$ cat src/rtl/gray_pkg.sv
// Shared Gray-code helpers for the gray_counter block.
// Latency: none (pure functions).
// Backpressure: not applicable.
//
// Functions work on a fixed maximum width. Callers zero-extend their
// WIDTH-bit value into GRAY_MAX_W bits and truncate the result back.
// Zero upper bits do not disturb either conversion.
package gray_pkg;

    // Upper bound on counter width supported by the helpers below.
    localparam int GRAY_MAX_W = 64;

    // Binary to reflected Gray code.
    function automatic logic [GRAY_MAX_W-1:0] bin2gray(input logic [GRAY_MAX_W-1:0] b);
        return b ^ (b >> 1);
    endfunction

    // Gray to binary by prefix-XOR from the MSB down.
    function automatic logic [GRAY_MAX_W-1:0] gray2bin(input logic [GRAY_MAX_W-1:0] g);
        logic [GRAY_MAX_W-1:0] b;
        b = '0;
        b[GRAY_MAX_W-1] = g[GRAY_MAX_W-1];
        for (int i = GRAY_MAX_W - 2; i >= 0; i--) begin
            b[i] = b[i+1] ^ g[i];
        end
        return b;
    endfunction

    // True when exactly one bit of v is set (Hamming weight of one).
    function automatic logic popcount_is_one(input logic [GRAY_MAX_W-1:0] v);
        return (v != '0) && ((v & (v - GRAY_MAX_W'(1))) == '0);
    endfunction

endpackage

$ cat src/rtl/gray_counter_gray2bin_conv.sv
// Purpose: combinational Gray-to-binary converter for the load path.
// Latency: zero cycles (purely combinational).
// Backpressure: none; output follows input.
//
// Ports:
//   gray_i  WIDTH-bit Gray-coded value
//   bin_o   WIDTH-bit binary equivalent
module gray2bin_conv #(
    parameter int WIDTH = 4
) (
    input  logic [WIDTH-1:0] gray_i,
    output logic [WIDTH-1:0] bin_o
);

    // Each binary bit is the XOR of all Gray bits at and above it.
    // Written per bit so no bit depends on another output bit.
    for (genvar i = 0; i < WIDTH; i++) begin : g_bit
        assign bin_o[i] = ^gray_i[WIDTH-1:i];
    end

endmodule

$ cat src/rtl/gray_counter.sv
// Purpose: registered up/down Gray counter with binary/Gray load and wrap pulse.
// Latency: one clock from sampled load/en to bin_out/gray_out/wrap.
// Backpressure: none; a step is taken on every edge with en high.
//
// Ports:
//   clk, rst_n          clock and async active-low reset
//   en, up              count enable and direction (1 = increment)
//   load, load_gray     load strobe (wins over en) and load_val format
//   load_val            value to load
//   bin_out, gray_out   registered binary and Gray views of the count
//   wrap                one-cycle pulse on an all-ones <-> zero count step
//   err                 sticky Gray adjacency error
//
// Optional: define GRAY_CHECK_EN to build the adjacency checker; otherwise
// err is tied to 0. WIDTH must be between 2 and gray_pkg::GRAY_MAX_W.
module gray_counter
    import gray_pkg::*;
#(
    parameter int WIDTH = 4
) (
    input  logic             clk,
    input  logic             rst_n,
    input  logic             en,
    input  logic             up,
    input  logic             load,
    input  logic             load_gray,
    input  logic [WIDTH-1:0] load_val,
    output logic [WIDTH-1:0] bin_out,
    output logic [WIDTH-1:0] gray_out,
    output logic             wrap,
    output logic             err
);

    logic [WIDTH-1:0] cnt_q, cnt_d;
    logic [WIDTH-1:0] gray_q, gray_d;
    logic             wrap_q, wrap_d;
    logic             step;
    logic [WIDTH-1:0] load_bin;

    gray2bin_conv #(
        .WIDTH(WIDTH)
    ) u_load_conv (
        .gray_i(load_val),
        .bin_o (load_bin)
    );

    // Next count: load > en > hold. wrap only on a count step.
    always_comb begin
        cnt_d  = cnt_q;
        wrap_d = 1'b0;
        step   = 1'b0;
        if (load) begin
            cnt_d = load_gray ? load_bin : load_val;
        end else if (en) begin
            step = 1'b1;
            if (up) begin
                cnt_d  = cnt_q + WIDTH'(1);
                wrap_d = &cnt_q;
            end else begin
                cnt_d  = cnt_q - WIDTH'(1);
                wrap_d = ~|cnt_q;
            end
        end
    end

    // Gray view is registered from the next binary count so both views
    // change on the same edge and gray_out has no decode logic after the flop.
    assign gray_d = WIDTH'(bin2gray(GRAY_MAX_W'(cnt_d)));

    always_ff @(posedge clk or negedge rst_n) begin
        if (!rst_n) begin
            cnt_q  <= '0;
            gray_q <= '0;
            wrap_q <= 1'b0;
        end else begin
            cnt_q  <= cnt_d;
            gray_q <= gray_d;
            wrap_q <= wrap_d;
        end
    end

    assign bin_out  = cnt_q;
    assign gray_out = gray_q;
    assign wrap     = wrap_q;

`ifdef GRAY_CHECK_EN
    // Adjacency checker. prev_gray_q captures gray_out as it was before a
    // step; chk_q marks the cycle right after a step whose predecessor was
    // also a count result (vld_q), so the pair is comparable. Loads break
    // the chain because a loaded value may legitimately jump.
    logic [WIDTH-1:0] prev_gray_q;
    logic             vld_q, vld_d;
    logic             chk_q, chk_d;
    logic             err_q, err_d;

    always_comb begin
        vld_d = vld_q;
        if (load) begin
            vld_d = 1'b0;
        end else if (step) begin
            vld_d = 1'b1;
        end
        chk_d = step & vld_q;
        err_d = err_q;
        if (chk_q && !popcount_is_one(GRAY_MAX_W'(gray_q ^ prev_gray_q))) begin
            err_d = 1'b1;
        end
    end

    always_ff @(posedge clk or negedge rst_n) begin
        if (!rst_n) begin
            prev_gray_q <= '0;
            vld_q       <= 1'b0;
            chk_q       <= 1'b0;
            err_q       <= 1'b0;
        end else begin
            if (step) begin
                prev_gray_q <= gray_q;
            end
            vld_q <= vld_d;
            chk_q <= chk_d;
            err_q <= err_d;
        end
    end

    assign err = err_q;
`else
    assign err = 1'b0;
`endif

endmodule

$ cat config.mk
export PLATFORM = sky130hd
export DESIGN_NAME = gray_counter
export DESIGN_NICKNAME = d
export VERILOG_FILES = /design/src/rtl/gray_pkg.sv /design/src/rtl/gray_counter_gray2bin_conv.sv /design/src/rtl/gray_counter.sv
export SDC_FILE = /design/constraint.sdc
export NUM_CORES = 1
export LEC_CHECK = 0
export CORE_AREA = 8 8 48 50
export CTS_CLUSTER_SIZE = 30
export DETAILED_ROUTE_END_ITERATION = 8
export DIE_AREA = 0 0 56 58
export GPL_TIMING_DRIVEN = 0
export PLACE_DENSITY = 0.69
export SYNTH_ARGS = -nofsm -noshare
export SYNTH_HDL_FRONTEND = slang
export SYNTH_SLANG_ARGS = --single-unit
$ cat constraint.sdc
create_clock -name clk -period 2.64 [get_ports clk]
set_input_delay 0.792 -clock clk [delete_from_list [all_inputs] [get_ports clk]]
set_output_delay 0.792 -clock clk [all_outputs]
set_load 0.1 [all_outputs]
# Word-level counts from Yosys, hierarchy flattened
# Index checks and enable logic that the tools add are counted.
# word_totals
reg_bits	9
ram_bits	0
memories	0
latchBits	0
out_inout_bits	10
elab_cells	19
rom_bits	0
# classes
muxes	7
shift	0
reduce_logical	6
n_eq_ne	0
mul	0
order_cmp	0
addsub	2
n_div	0
bitwise_logic	1
# ops
op	count
two-way mux 4 bit	3
adder 4 x 1 -> 4 bit, second input constant	1
AND reduction 4 bit	1
OR reduction 4 bit	1
parity 4 bit	1
subtractor 4 x 1 -> 4 bit, second input constant	1
bitwise XOR 4 x 3 -> 4 bit	1
two-way mux 1 bit	3
two-way mux 3 bit	1
parity 3 bit	1
parity 2 bit	1
logical NOT 1 bit	1

# Longest topological paths before layout
# Gate-level depths: netlist of run 1.
# logic_depth
word_depth	5
depth_mapped	6

# By module
# From an unflattened synthesis of run 1, not the netlist that was laid out.
# hier_totals
cells_unflattened	56
hier_area_um2	586.8
# by_module_without_submodules
module	seq_area_each_um2	cells_per_inst	instances	area_per_inst_um2
gray_counter	200.2	51	1	536.8
gray2bin_conv	0.0	5	1	50.0

# Worst setup path after synthesis of run 1
# OpenSTA, ideal clock, no wires.
# synth_timing
path_kind	register -> register
startpoint	register cnt_q[0], in the netlist bin_out[0]
endpoint	register gray_q[2], in the netlist gray_out[2]
setup_time_ns	0.134
arrival_time_ns	2.207
synth_period_minus_slack_ns	2.341
stages_incl_launch_ff	7
required_ns	2.506
setup_slack_ns	0.299
path_buffers	0
path_cell_list	dfrtp_1 > inv_1 > fa_1 > xnor2_1 > a211oi_1 > a21oi_1 > xor2_2
# synth_via
elab_chain_len	5
word_cells_on_any_way	6
cone_classes	add/sub: 2; mux: 3; bitwise: 1
# synth_lines
item	line_no	rtl
from (decl)	gray_counter.sv:34	logic [WIDTH-1:0] cnt_q, cnt_d;
from (signal assigned)	gray_counter.sv:76	cnt_q <= cnt_d;
subtractor 4 x 1 -> 4 bit / adder 4 x 1 -> 4 bit (equally long branches)	gray_counter.sv:60, gray_counter.sv:57	
two-way mux 4 bit (*)	gray_counter.sv:56	if (up) begin
two-way mux 4 bit (*)	gray_counter.sv:54	end else if (en) begin
two-way mux 4 bit (*)	gray_counter.sv:52	if (load) begin
named net cnt_d[2]	gray_counter.sv:34	
bitwise XOR 4 x 3 -> 4 bit (*)	gray_pkg.sv:15	return b ^ (b >> 1);
named net gray_d[2]	gray_counter.sv:35	logic [WIDTH-1:0] gray_q, gray_d;
to (signal assigned)	gray_counter.sv:77	gray_q <= gray_d;
to (decl)	gray_counter.sv:35	
# Mark *: on every way through the listed nets, which the timed path passes. The rest lies on a longest branch.

==> impl_metrics.yaml, run 1 <==
status:
  status: "completed"
worst_setup_path:
  end_kind: "primary output"
  r2r-end: "gray_out[1]"
  start_kind: "flip-flop"
  crit_arrival_ns: 1.71
  cp.required_ns: 1.85
  crit_path_start: "bin_out[3]"
  worstSetupPathType: "flip-flop to primary output"
  regToRegStartpoint: "bin_out[0]"
  rrSetupSlack_ns: 0.83
  worstRegToRegCells: 6
  path_max_fanout: 9
timing:
  fin_crit_ns: 2.50
  setup-tns-final_ns: 0
  max_freq_ghz: 0.400
  fin_worst_skew_ns: 0.00153
  finalHoldViolCount: 0
  fin_ws_ns: 0.139
  finalSetupViolations: 0
  finalCritPeriodShare_pct: 94.7
  worst_pin_slew_ns: 0.969
  relSlewSlack_pct: 35.3
  final-max-slew-violation-count: 0
  rsz0062_at_grt: "no"
clock_network:
  htreeDepth: 1
  clk_path_buf_depth: 2
  clk-insertion-delay-late_ns: 0.25
  cts-root-buf: "clkbuf_4"
  cts_setup_buffers: 0
  clock-sinks: 8
  cts_tree: "yes"
  cts_buffers: 3
  clk_pin_slew_worst_paths_ns: 0.05
route:
  drt_wl_total_mm: 1.19
  dr.pass1.iters: 2
  drcViolationCount: 0
  via_count: 473
  drtIter0Drc: 6
  viasPerCell: 4.98
  post_drt_wl_per_cell_um: 12.5
  postRouteAntennaNets: 0
logic_synthesis:
  postSynthAreaPerCell_sq_um: 10.3
  yosysTopAreaCellShare_pct: 33.5
  synth_edf_count: 0
  synth_ff_type: "dfrtp_1"
  postSynthCellCount: 58
  netlist_top_cells_count: "8 x dfrtp_1, 4 x xor2_1"
  synth_seq_cells: 8
  synth_cell_types: 33
  synth_area_leader_cell: "dfrtp_1"
  ys_async_sr_fraction_pct: 100
  synth_nets: 71
  syn_area_sq_um: 597
  ys.warnings.count: 0
  yosys.cell_count.top_type: "dfrtp_1"
  synthTopCellsByArea: "dfrtp_1 34%, xor2_1 5.9%, xnor2_1 4.4%"
  yosysSeqAreaShare_pct: 33.5
placement:
  dpl_worst_slack_ns: -0.205
  dp_hpwl_um: 967
  io_buffers: 17
  place_congestion: 0.733
floorplanning:
  start_util_pct: 37.0
  ios: 20
  fp.coreArea_sq_um: 1610
  die-height_um: 58
  dieArea_sq_um: 3250
  die_x_um: 56
  floorplan.rows: 15
hold_path:
  min_path_type: "flip-flop to flip-flop"
  hold_end: "wrap"
  hold_depth: 2
  hold_start: "bin_out[1]"
global_routing:
  grt_max_degree: 11
  track_usage_pct: 7.51
  grt_pass1_wl_mm: 1.91
  overflow: 0
  antenna_found_initial: 0
  grt_pass1_vias: 468
cells_and_area:
  fill_cells: 162
  multi_input_comb_area_sq_um: 358
  regArea_sq_um: 200
  post-route-util_pct: 50.5
  n_antenna_cell: 0
  nets: 93
  drive_gt1_share_pct: 12.8
  area_delta_synth_final_pct: 36.5
power:
  powerDensity_nw_per_um2: 877
  leakage_nw: 0.385
  power_uw: 714
  ir_drop_mv: 0.369
job:
  maxCapViolations: 0
==> layout make-up <==
type                    instances  area share, %
clock buffers                   3           2.76
well taps                      17           2.61
inverters                       3           1.38
repair buffers                 17           21.4
plain buffers                   4           3.38
flip-flops and latches          8           24.6
multi-input cells              43           43.9
==> critical path: stages (launching register included) <==
cell and delay (ns):
dfrtp_1 0.47, buf_4 0.15, dlygate4sd2_1 0.84
==> worst max-delay path by stage <==
stage                       end  slack, ns
global placement    gray_out[2]      -0.19
CTS                  bin_out[1]      0.009
finish              gray_out[3]       0.14
detailed placement  gray_out[2]      -0.20
floorplan           gray_out[2]       0.30
global route        gray_out[3]       0.06
==> flip-flops by register name (all words and copies together) (netlist names) <==
signal and cells:
bin_out 4, gray_out 3, wrap 1
==> per-layer routing <==
metal / vias up / routed length, um / share of wire (%) / GRT usage [%]
met5: - / 0 / 0 / 0
met4: 0 / 24 / 2.0 / 5.15
met3: 4 / 111 / 9.3 / 4.80
met2: 16 / 577 / 49 / 11.6
met1: 212 / 475 / 40 / 7.24
li1: 241 / - / - / -
==> metrics by stage <==
| step | cells | cell area, sq um | hold WS (ns) |
|---|---|---|---|
| floorplan | 58 | 597 | 0.496 |
| global placement | 92 | 788 | 0.672 |
| detailed placement | 92 | 788 | 0.674 |
| CTS | 95 | 807 | 0.681 |
| global route | 95 | 815 | 0.748 |
| finish | 95 | 815 | 0.687 |
==> where the power goes <==
group | total, mW | internal, mW | leakage, nW | switching (mW)
logic | 0.448 | 0.124 | 0.276 | 0.324
clock network | 0.0903 | 0.0518 | 0.0138 | 0.0385
registers | 0.175 | 0.151 | 0.0953 | 0.0243
==> layout by cell type, fill, tap and decap left out, types with 2 or more instances in the layout <==
cell type and n:
a21oi_1 3, a2bb2oi_1 2, buf_4 3, clkbuf_4 3, clkdlybuf4s50_1 11, dfrtp_1 8, dlygate4sd2_1 3, dlymetal6s2s_1 3
ha_1 2, inv_1 3, nand2_1 3, nor2_1 3, nor3b_1 2, xnor2_1 3, xor2_1 4
==> what timing repair did <==
| item | CTS | global route |
|---|---|---|
| pin swaps | 0 | 0 |
| cloned | 0 | 0 |
| endpoints found under the setup margin | 3 | 4 |
| hold buffers | 0 | 0 |
| resized for setup | 3 | 3 |
==> kinds of logic (layout without fill, tap and decap cells) <==
kind of cell,after synthesis,count (layout),synth area share [%]
AOI/OAI and AO/OA,11,11,13.8
DFF,8,8,33.5
adders and majority gates,3,3,7.55
and+or+nand+nor,18,18,19.3
buffers and inverters,7,27,6.50
xor gates and xnor gates,9,9,17.0
other,1,1,0.628
muxes,1,1,1.68
Note: power is estimated with default switching activity, not from simulation.
==> run 2, diff against run 1 <==
--- a/config.mk
+++ b/config.mk
@@ -10,6 +10,7 @@
 export DETAILED_ROUTE_END_ITERATION = 8
 export DIE_AREA = 0 0 56 58
 export GPL_TIMING_DRIVEN = 0
+export HOLD_SLACK_MARGIN = 0.08
 export PLACE_DENSITY = 0.69
 export SYNTH_ARGS = -nofsm -noshare
 export SYNTH_HDL_FRONTEND = slang
==> results of run 2 <==
Same layout as run 1: the final DEF is identical, and so are final timing and power.
